--- config.mk ---
export PLATFORM = sky130hd
export DESIGN_NAME = ex_muldiv_unit
export DESIGN_NICKNAME = d
export VERILOG_FILES = /design/src/rtl/ex_muldiv_unit.sv
export SDC_FILE = /design/constraint.sdc
export NUM_CORES = 1
export LEC_CHECK = 0
export BUFFER_PORTS_ARGS = -buffer_cell sky130_fd_sc_hd__clkbuf_2
export CAP_MARGIN = 25
export CORE_ASPECT_RATIO = 0.9
export CORE_MARGIN = 10
export CORE_UTILIZATION = 56
export CTS_CLUSTER_DIAMETER = 60
export DETAILED_ROUTE_END_ITERATION = 8
export PLACE_DENSITY = 0.74
export SETUP_SLACK_MARGIN = 0.3
export SYNTH_ARGS = -nofsm -noshare
export SYNTH_HDL_FRONTEND = slang
export SYNTH_SLANG_ARGS = --single-unit
--- constraint.sdc ---
create_clock -name clk -period 6.69 [get_ports clk]
set_clock_uncertainty 0.1 [all_clocks]
set_input_delay 1.6725 -clock clk [delete_from_list [all_inputs] [get_ports clk]]
set_output_delay 1.6725 -clock clk [all_outputs]
set_load 0.01 [all_outputs]
--- src/rtl/ex_muldiv_unit.sv ---
// ---------------------------------------------------------------------------
// ex_muldiv_unit
//
// Iterative RV32M multiply/divide unit for the EX stage. One operation at a
// time: shift-add multiply and restoring divide on operand magnitudes, with
// sign correction and special-case results applied in a final FIX cycle.
//
// FSM: IDLE -> PREP -> CALC -> FIX -> IDLE
//   IDLE : start (without flush) is accepted; operands and funct3 captured.
//   PREP : magnitudes and result signs recorded; first iteration step runs.
//   CALC : remaining N-1 iteration steps (N = XLEN / BITS_PER_CYCLE).
//   FIX  : sign fix-up, half/quotient/remainder select, done pulse.
// done lands N+1 edges after the start-sampling edge (N+2 cycles total).
//
// Parameters
//   XLEN            operand/result width (default 32)
//   BITS_PER_CYCLE  product/quotient bits per iteration: 1, 2 or 4;
//                   XLEN must be a multiple and XLEN/BITS_PER_CYCLE >= 2
//
// Ports
//   clk     in   rising-edge clock
//   reset   in   asynchronous, active-high reset
//   flush   in   abort current operation; blocks a start while idle
//   start   in   request a new operation (sampled in IDLE only)
//   funct3  in   000 MUL, 001 MULH, 010 MULHSU, 011 MULHU,
//                100 DIV, 101 DIVU, 110 REM,  111 REMU
//   op_a    in   rs1 operand
//   op_b    in   rs2 operand
//   busy    out  operation in progress (combinationally high on accept)
//   done    out  one-cycle completion pulse
//   result  out  operation result, valid with done and held until the
//                next completed operation
//
// Optional build macro
//   MULDIV_EARLY_OUT_EN : divide-by-zero, signed overflow and op_a == 0
//                         bypass CALC (PREP -> FIX), done in cycle 3.
// ---------------------------------------------------------------------------
module ex_muldiv_unit #(
  parameter int XLEN           = 32,
  parameter int BITS_PER_CYCLE = 1
) (
  input  logic            clk,
  input  logic            reset,
  input  logic            flush,
  input  logic            start,
  input  logic [2:0]      funct3,
  input  logic [XLEN-1:0] op_a,
  input  logic [XLEN-1:0] op_b,
  output logic            busy,
  output logic            done,
  output logic [XLEN-1:0] result
);

  localparam int N  = XLEN / BITS_PER_CYCLE;
  localparam int CW = $clog2(N + 1);

  typedef enum logic [1:0] {
    IDLE = 2'd0,
    PREP = 2'd1,
    CALC = 2'd2,
    FIX  = 2'd3
  } state_t;

  state_t state_q, state_d;
  logic [CW-1:0] cnt_q;

  // Captured operation
  logic [2:0]      op_q;
  logic [XLEN-1:0] a_q, b_q;

  // Iteration datapath: hi = partial product high / remainder,
  // lo = multiplier remaining / dividend-then-quotient, bm = |op_b|.
  logic [XLEN-1:0] hi_q, lo_q, bm_q;
  logic            q_neg_q, r_neg_q;
  logic [XLEN-1:0] result_q;

  // -------------------------------------------------------------------------
  // Operand decode (from captured operands, stable from PREP onwards)
  // -------------------------------------------------------------------------
  logic            is_div;
  logic            a_signed, b_signed;
  logic            a_neg, b_neg;
  logic [XLEN-1:0] a_mag, b_mag;
  logic            div_zero, div_ovf, a_zero;
  logic            skip_calc;
  logic            accept;

  assign is_div = op_q[2];

  always_comb begin
    // NOTE: every signal driven in always_comb gets a default first so no
    // path through the case can leave it unassigned and infer a latch.
    a_signed = 1'b0;
    b_signed = 1'b0;
    case (op_q)
      3'b000, 3'b001, 3'b100, 3'b110: begin a_signed = 1'b1; b_signed = 1'b1; end
      3'b010:                         begin a_signed = 1'b1; b_signed = 1'b0; end
      default:                        begin a_signed = 1'b0; b_signed = 1'b0; end
    endcase
  end

  assign a_neg = a_signed & a_q[XLEN-1];
  assign b_neg = b_signed & b_q[XLEN-1];
  // Negating the most-negative value wraps to itself, which read as unsigned
  // is exactly its magnitude.
  assign a_mag = a_neg ? (~a_q + 1'b1) : a_q;
  assign b_mag = b_neg ? (~b_q + 1'b1) : b_q;

  assign div_zero = is_div && (b_q == '0);
  assign div_ovf  = ((op_q == 3'b100) || (op_q == 3'b110)) &&
                    (a_q == {1'b1, {(XLEN-1){1'b0}}}) && (b_q == '1);
  assign a_zero   = (a_q == '0);

`ifdef MULDIV_EARLY_OUT_EN
  assign skip_calc = div_zero | div_ovf | a_zero;
`else
  assign skip_calc = 1'b0;
`endif

  assign accept = (state_q == IDLE) && start && !flush;

  // -------------------------------------------------------------------------
  // FSM: state register and next-state / handshake outputs
  // -------------------------------------------------------------------------
  always_ff @(posedge clk or posedge reset) begin
    if (reset) begin
      state_q <= IDLE;
      cnt_q   <= '0;
    end else begin
      state_q <= state_d;
      // The first step runs in PREP, so CALC starts counting at 1 and
      // leaves after step N-1.
      if (state_q == PREP)      cnt_q <= CW'(1);
      else if (state_q == CALC) cnt_q <= cnt_q + CW'(1);
      else                      cnt_q <= '0;
    end
  end

  always_comb begin
    state_d = state_q;
    busy    = 1'b0;
    done    = 1'b0;
    case (state_q)
      IDLE: begin
        // busy rises in the accepting cycle itself so upstream stalls
        // without inserting a bubble.
        if (accept) begin
          state_d = PREP;
          busy    = 1'b1;
        end
      end
      PREP: begin
        busy = 1'b1;
        if (flush)          state_d = IDLE;
        else if (skip_calc) state_d = FIX;
        else                state_d = CALC;
      end
      CALC: begin
        busy = 1'b1;
        if (flush)                       state_d = IDLE;
        else if (cnt_q == CW'(N - 1))    state_d = FIX;
      end
      FIX: begin
        busy    = 1'b1;
        done    = !flush;
        state_d = IDLE;
      end
      default: state_d = IDLE;
    endcase
  end

  // -------------------------------------------------------------------------
  // Iteration step: BITS_PER_CYCLE shift-add or restoring-divide steps.
  // PREP feeds the freshly formed magnitudes, CALC feeds the registers.
  // -------------------------------------------------------------------------
  logic [XLEN-1:0] s_hi, s_lo, s_b;
  logic [XLEN:0]   sum_t, rem_t;

  always_comb begin
    // NOTE: blocking assignments here are deliberate; each loop pass must
    // see the value produced by the previous pass within the same cycle.
    s_hi  = (state_q == PREP) ? '0    : hi_q;
    s_lo  = (state_q == PREP) ? a_mag : lo_q;
    s_b   = (state_q == PREP) ? b_mag : bm_q;
    sum_t = '0;
    rem_t = '0;
    for (int i = 0; i < BITS_PER_CYCLE; i++) begin
      if (is_div) begin
        rem_t = {s_hi, s_lo[XLEN-1]};
        s_lo  = {s_lo[XLEN-2:0], 1'b0};
        if (rem_t >= {1'b0, s_b}) begin
          rem_t   = rem_t - {1'b0, s_b};
          s_lo[0] = 1'b1;
        end
        s_hi = rem_t[XLEN-1:0];
      end else begin
        sum_t        = {1'b0, s_hi} + (s_lo[0] ? {1'b0, s_b} : '0);
        {s_hi, s_lo} = {sum_t, s_lo[XLEN-1:1]};
      end
    end
  end

  // NOTE: the operand/iteration registers carry no reset; they are always
  // written before being read, and only result and control need a defined
  // post-reset value.
  always_ff @(posedge clk) begin
    if (accept) begin
      op_q <= funct3;
      a_q  <= op_a;
      b_q  <= op_b;
    end
    if (state_q == PREP) begin
      bm_q    <= b_mag;
      q_neg_q <= a_neg ^ b_neg;
      r_neg_q <= a_neg;
    end
    if ((state_q == PREP) || (state_q == CALC)) begin
      hi_q <= s_hi;
      lo_q <= s_lo;
    end
  end

  // -------------------------------------------------------------------------
  // FIX: sign correction, result select and special cases
  // -------------------------------------------------------------------------
  logic [2*XLEN-1:0] prod, prod_s;
  logic [XLEN-1:0]   quo_s, rem_s, fix_value;

  assign prod   = {hi_q, lo_q};
  assign prod_s = q_neg_q ? (~prod + 1'b1) : prod;
  assign quo_s  = q_neg_q ? (~lo_q + 1'b1) : lo_q;
  assign rem_s  = r_neg_q ? (~hi_q + 1'b1) : hi_q;

  always_comb begin
    fix_value = '0;
    if (div_zero)
      fix_value = op_q[1] ? a_q : '1;
    else if (a_zero)
      fix_value = '0;
    else if (div_ovf)
      fix_value = op_q[1] ? '0 : a_q;
    else if (!is_div)
      fix_value = (op_q[1:0] == 2'b00) ? prod_s[XLEN-1:0] : prod_s[2*XLEN-1:XLEN];
    else
      fix_value = op_q[1] ? rem_s : quo_s;
  end

  always_ff @(posedge clk or posedge reset) begin
    if (reset)     result_q <= '0;
    else if (done) result_q <= fix_value;
  end

  // Present the fresh value during the done cycle, the held value otherwise.
  assign result = done ? fix_value : result_q;

endmodule

== Yosys cells after proc, flatten, opt, wreduce, memory -nomap -nowiden ==
Cells that the tools add are included.
W data, S select, Z words.
Word-level totals
  register bits after elaboration: 205
  input bits: 71
  output and inout port bits: 34
Operators by class
  $add $sub $neg: 8
  magnitude comparators: 1
  equality and inequality tests: 12
  multiplexer cells: 34
  bitwise logic cells: 8
  reduce and logical (&&, ||, !) cells: 17
Operators with widths (number)
  $mux W32: 20
  $add A32 B1 Y32 const B: 4
  $not A32 Y32: 4
  $add A64 B1 Y64 const B: 1
  $eq A32 B32 Y1 const B: 2
  $logic_not A32 Y1: 2
  $mux W64: 1
  $not A64 Y64: 1
  $add A32 B32 Y33: 1
  $ge A33 B32 Y1: 1
  $sub A32 B32 Y32: 1
  $mux W6: 2
  $mux W2: 4
  $pmux W2 S4: 1
  $add A6 B1 Y6 const B: 1
  $eq A3 B3 Y1 const B: 2
  $eq A6 B5 Y1 const B: 1
  $logic_and A1 B1 Y1: 5
  $mux W1: 5
  $reduce_or A5 Y1: 1
  $eq A2 B2 Y1 const B: 2
  $logic_not A2 Y1: 2
  $reduce_or A4 Y1: 1
  $eq A3 B1 Y1 const B: 1
  other kinds (12): 14

== Depth between registers and ports, before layout ==
  word-level depth: 9
  gate-level depth with buffers: 21
  depth with buffers taken out: 19

== Least setup slack after synthesis ==
OpenSTA, ideal clock, no wires.
  path kind: register to register
  from: reg b_q[13]
  to: reg hi_q[25], data pin
  arrival: 4314 ps
  data required time: 6316 ps
  slack: 2003 ps
  stages on the path, launching flop included: 21
  path buffers: 3
  path through: edfxtp_1 or4_1 nor4_2 nor4b_2 nor4b_1 a21oi_1 xnor2_1 a21oi_1 inv_1 ha_1 clkbuf_1 a21o_1 a21o_1 nand2_1 a21oi_1 nor3_1 a21oi_2 buf_4 buf_4 o31ai_1 a31oi_1
Between the ends
  longest elaborated chain between the ends: 7
  elaborated cells between the ends (all ways): 10
  those cells by class: 3 x add/sub; 1 x order compare; 5 x mux; 1 x bitwise
Ends and longest elaborated chain
  from (decl): line 69  | logic [XLEN-1:0] a_q, b_q;
  from (signal assigned): line 210  | b_q <= op_b;
  $not A32 Y32: line 107  | assign b_mag = b_neg ? (~b_q + 1'b1) : b_q;
  $add A32 B1 Y32: line 107
  $mux W32: line 107
  $mux W32
  net s_b[27]: line 176  | logic [XLEN-1:0] s_hi, s_lo, s_b;
  $ge A33 B32 Y1: line 191  | if (rem_t >= {1'b0, s_b}) begin
  $mux W32: line 191
  $mux W32: line 188  | if (is_div) begin
  net s_hi[25]: line 176
  to (signal assigned): line 218  | hi_q <= s_hi;
  to (decl): line 73  | logic [XLEN-1:0] hi_q, lo_q, bm_q;
The timed path passes the listed nets, and every way through them passes these cells.
A chain may end at the register's enable or synchronous reset.

== Worst setup path after layout ==
  from: reg lo_q[15]
  to: out result[21]
Between the ends
  longest elaborated chain between the ends: 9
  elaborated cells between the ends (all ways): 13
  those cells by class: 2 x add/sub; 9 x mux; 2 x bitwise
Ends and longest elaborated chain
  from (decl): line 73
  from (signal assigned): line 219  | lo_q <= s_lo;
  $not A64 Y64 or $not A32 Y32 (tied branches): line 230, 231
  $add A64 B1 Y64 or $add A32 B1 Y32 (tied branches): line 230, 231
  $mux W64 or $mux W32 (tied branches): line 230, 231
  $mux W32, on equally long branches: line 243, 245
  $mux W32 *: line 242  | else if (!is_div)
  $mux W32 *: line 240  | else if (div_ovf)
  $mux W32 *: line 238  | else if (a_zero)
  $mux W32 *: line 236  | if (div_zero)
  $mux W32 *
  to (decl): line 51  | output logic [XLEN-1:0] result
Every way passes the cells marked *; elsewhere a longest branch is shown, timed or not.

==> metrics.md <==
| Metric | Value |
|---|---|
| Status | `complete, no violations` |
| Seq pwr share | `0.237` |
| Int Pwr | `between 5 and 6 mW` |
| Largest net degree at the start of global routing | `just over 70` |
| Upper clock frequency limit | `around 0.16 GHz` |
| Setup repair after global routing missed its margin | `false` |
| Clk_lat worst skew | `0.55 ns` |
| Clock sinks | `just over 200` |
| Sequential-to-total area share from yosys stat | `0.344` |
| Initial antenna violation count | `0` |
| Hold WC Path Type | `flop to flop` |
| Final hold viol count | `0` |
| Post-route minimum period | `around 6.2 ns` |
| Die Area | `around 0.037 mm2` |
| Clock-pin slew on the worst setup and hold paths | `~0.06 ns` |
| Antenna fix cells | `0` |
| WL/cell | `roughly 23 um` |
| Final setup viols | `0` |
| Synthesized cell area | `about 0.016 mm2` |
| Post-Route Setup TNS | `0 ns` |
| Sw Pwr | `5.36 mW` |
| RR Startpoint | `a_q[0]` |
| Ys flop type | `edfxtp_1` |
| Crit path launch type | `flop` |
| GR Util met3 | `0.0799` |
| Synth-to-Final Area Change | `10.3%` |
| Global-route wire length before repair | `82,800 um` |
| CTS tree | `yes` |
| CP required | `4.92 ns` |
| Slew Limit Fails | `0` |
| Register area | `roughly 0.0056 mm2` |
| Buffers on Ports | `104` |
| Chip height | `about 180 um` |
| Synth Register Bits | `205` |
| Met1 usage | `0.400` |
| DR vias/cell | `around 6.4` |
| Worst R2R Path Depth | `17` |
| R2R Path End | `hi_q[10]` |
| Starting Density | `0.568` |
| Avg Inst Size Synth | `between 8 and 9 um2` |
| Num CTS Buffers | `26` |
| Comb pwr share | `0.635` |
| Finished Cell Area | `about 0.018 mm2` |
| Clk root buf | `clkbuf_16` |
| Post-Synthesis Cells | `about 1,900` |
| Power Density | `about 600 mW/mm2` |
| Yosys warning count | `0` |
| Crit path arrival time | `about 4.4 ns` |
| Grt peak-use layer | `met2` |
| Commonest non-fill, non-tap cell in the layout | `o21ai_0` |
| Leakage | `~7.2 nW` |
| Clock share of power | `0.127` |
| Hold buffer count at cts | `0` |
| Max IR drop VDD | `0.000292 V` |
| Most frequent cells in the layout | `o21ai_0, nand2_1, nor2_1` |
| Core ar. | `about 0.029 mm2` |
| Max Cap Violations | `0` |
| Row count | `59` |
| DR pass1 iterations | `5` |
| Chip Width | `approximately 200 um` |
| CP Max Fanout | `14` |
| GPL Wtd Cong | `about 0.95` |
| Vias in the first global route | `~14,000` |
| # DRC | `0` |
| Cell Area, Placed | `~0.017 mm2` |
| I/O Pins | `105` |
| CP Capture Point | `result[21]` |
| Tcrit/Tclk final | `0.926` |
| GR Layer Usage met2 | `0.410` |
| Clock buffer depth | `3` |
| Async SR Flop Fraction | `0.195` |
| Drt total wl | `about 54,000 um` |
| Rel. slew slack | `0.377` |
| Synth cell types | `96` |
| Layout Nets | `2,117` |
| Drt initial violations | `~1,800` |
| Switch share | `0.494` |
| Layout cells sized above 1 | `0.116` |
| # fillers | `~2,600` |
| Vias | `roughly 15,000` |
| R2R setup slack | `between 0.7 and 0.8 ns` |
| Overflow after GRT | `0` |
| Htree depth | `1` |
| Total GRT Usage | `0.281` |
| DP HPWL | `~41,000 um` |
| Crit path launch | `lo_q[15]` |
| EDFF count, synth | `about 130` |
| Final ANT Viol Nets | `0` |
| Measured slew at the worst slew-check pin | `between 0.9 and 1 ns` |
| Area of the multi-input gates | `0.0101 mm2` |
| CP Capture Type | `output pin` |
| Syn nets | `between 2,000 and 2,500` |
| Crit Path Class | `flop to output pin` |
-- kinds of logic after synthesis --
group / share of synthesized area
simple gates: 0.195
compound gates: 0.216
flops: 0.344
xor+xnor: 0.0978
buf+inv: 0.0441
fa+ha+maj: 0.0597
mux: 0.0434
-- power groups by stage --
stage,Combinational (mW),Clock [mW],Sequential (mW)
after global placement,6.58,0,2.55
after detailed placement,6.65,0,2.57
after global routing,7.52,1.44,2.62
after CTS,6.70,1.39,2.55
final,6.89,1.38,2.58
after floorplan,5.01,0,2.34
-- cell type report --
cell class                      instances  area share
Multi-Input combinational cell       1523       0.557
Sequential cell                       205       0.312
Clock buffer                           36      0.0410
Timing Repair Buffer                  131      0.0407
Tap cell                              396      0.0274
Inverter                               82      0.0170
Clock inverter                         12     0.00526
-- registers in the layout (all words and copies together), names as in the netlist, 2 cells and up --
register / count
a_q: 32
b_q: 32
bm_q: 32
hi_q: 32
lo_q: 32
result_q: 32
cnt_q: 6
op_q: 3
state_q: 2
-- through the flow --
stage	worst slack [ns]	cells	util	total power, mW	hold slack [ns]
final	0.494	2385	0.627	10.8	0.368
after global routing	0.390	2385	0.627	11.6	0.416
after CTS	0.492	2384	0.626	10.6	0.374
after detailed placement	0.520	2336	0.597	9.22	0.363
after global placement	0.641	2336	0.597	9.14	0.363
after floorplan	2.00	1909	-	7.35	0.350
-- worst min-delay path by stage --
stage	startpoint	endpoint	slack (ns)	cells after the start
3_5_place_dp	bm_q[29]	bm_q[29]	0.36	2
3_3_place_gp	bm_q[29]	bm_q[29]	0.36	2
4_1_cts	bm_q[29]	bm_q[29]	0.37	2
6_report	bm_q[29]	bm_q[29]	0.37	2
2_1_floorplan	bm_q[27]	bm_q[27]	0.35	2
5_1_grt	bm_q[27]	bm_q[27]	0.42	2
-- worst max-delay path: stages (launching register included) --
cell,delay (ns)
edfxtp_1,0.54
or4_4,0.57
nor4b_1,0.74
nand4b_4,0.44
or2_2,0.46
o21ai_2,0.22
mux2i_1,0.28
o211ai_1,0.15
a31oi_1,0.29
clkbuf_2,0.18
-- what timing repair did --
action,in CTS,in global routing
endpoints found under the setup margin,0,31
setup buffers,0,0
gates resized for setup,0,1
-- Yosys cell counts (61+ instances only) --
cell      instances  area share
edfxtp_1        133        0.24
clkbuf_1         77       0.018
ha_1             75       0.057
o21ai_0         210       0.064
mux2i_1          61       0.037
nand2_1         180       0.041
inv_1            81       0.019
xor2_1          103       0.055
a21oi_1         123       0.038
xnor2_1          80       0.043
nor2_1          165       0.038
-- metal layers --
layer	vias up	share of wire
li1	7113	-
met4	0	0.023
met3	84	0.12
met5	-	0
met2	832	0.42
met1	7246	0.44
Note: power is estimated with default switching activity, not from simulation.
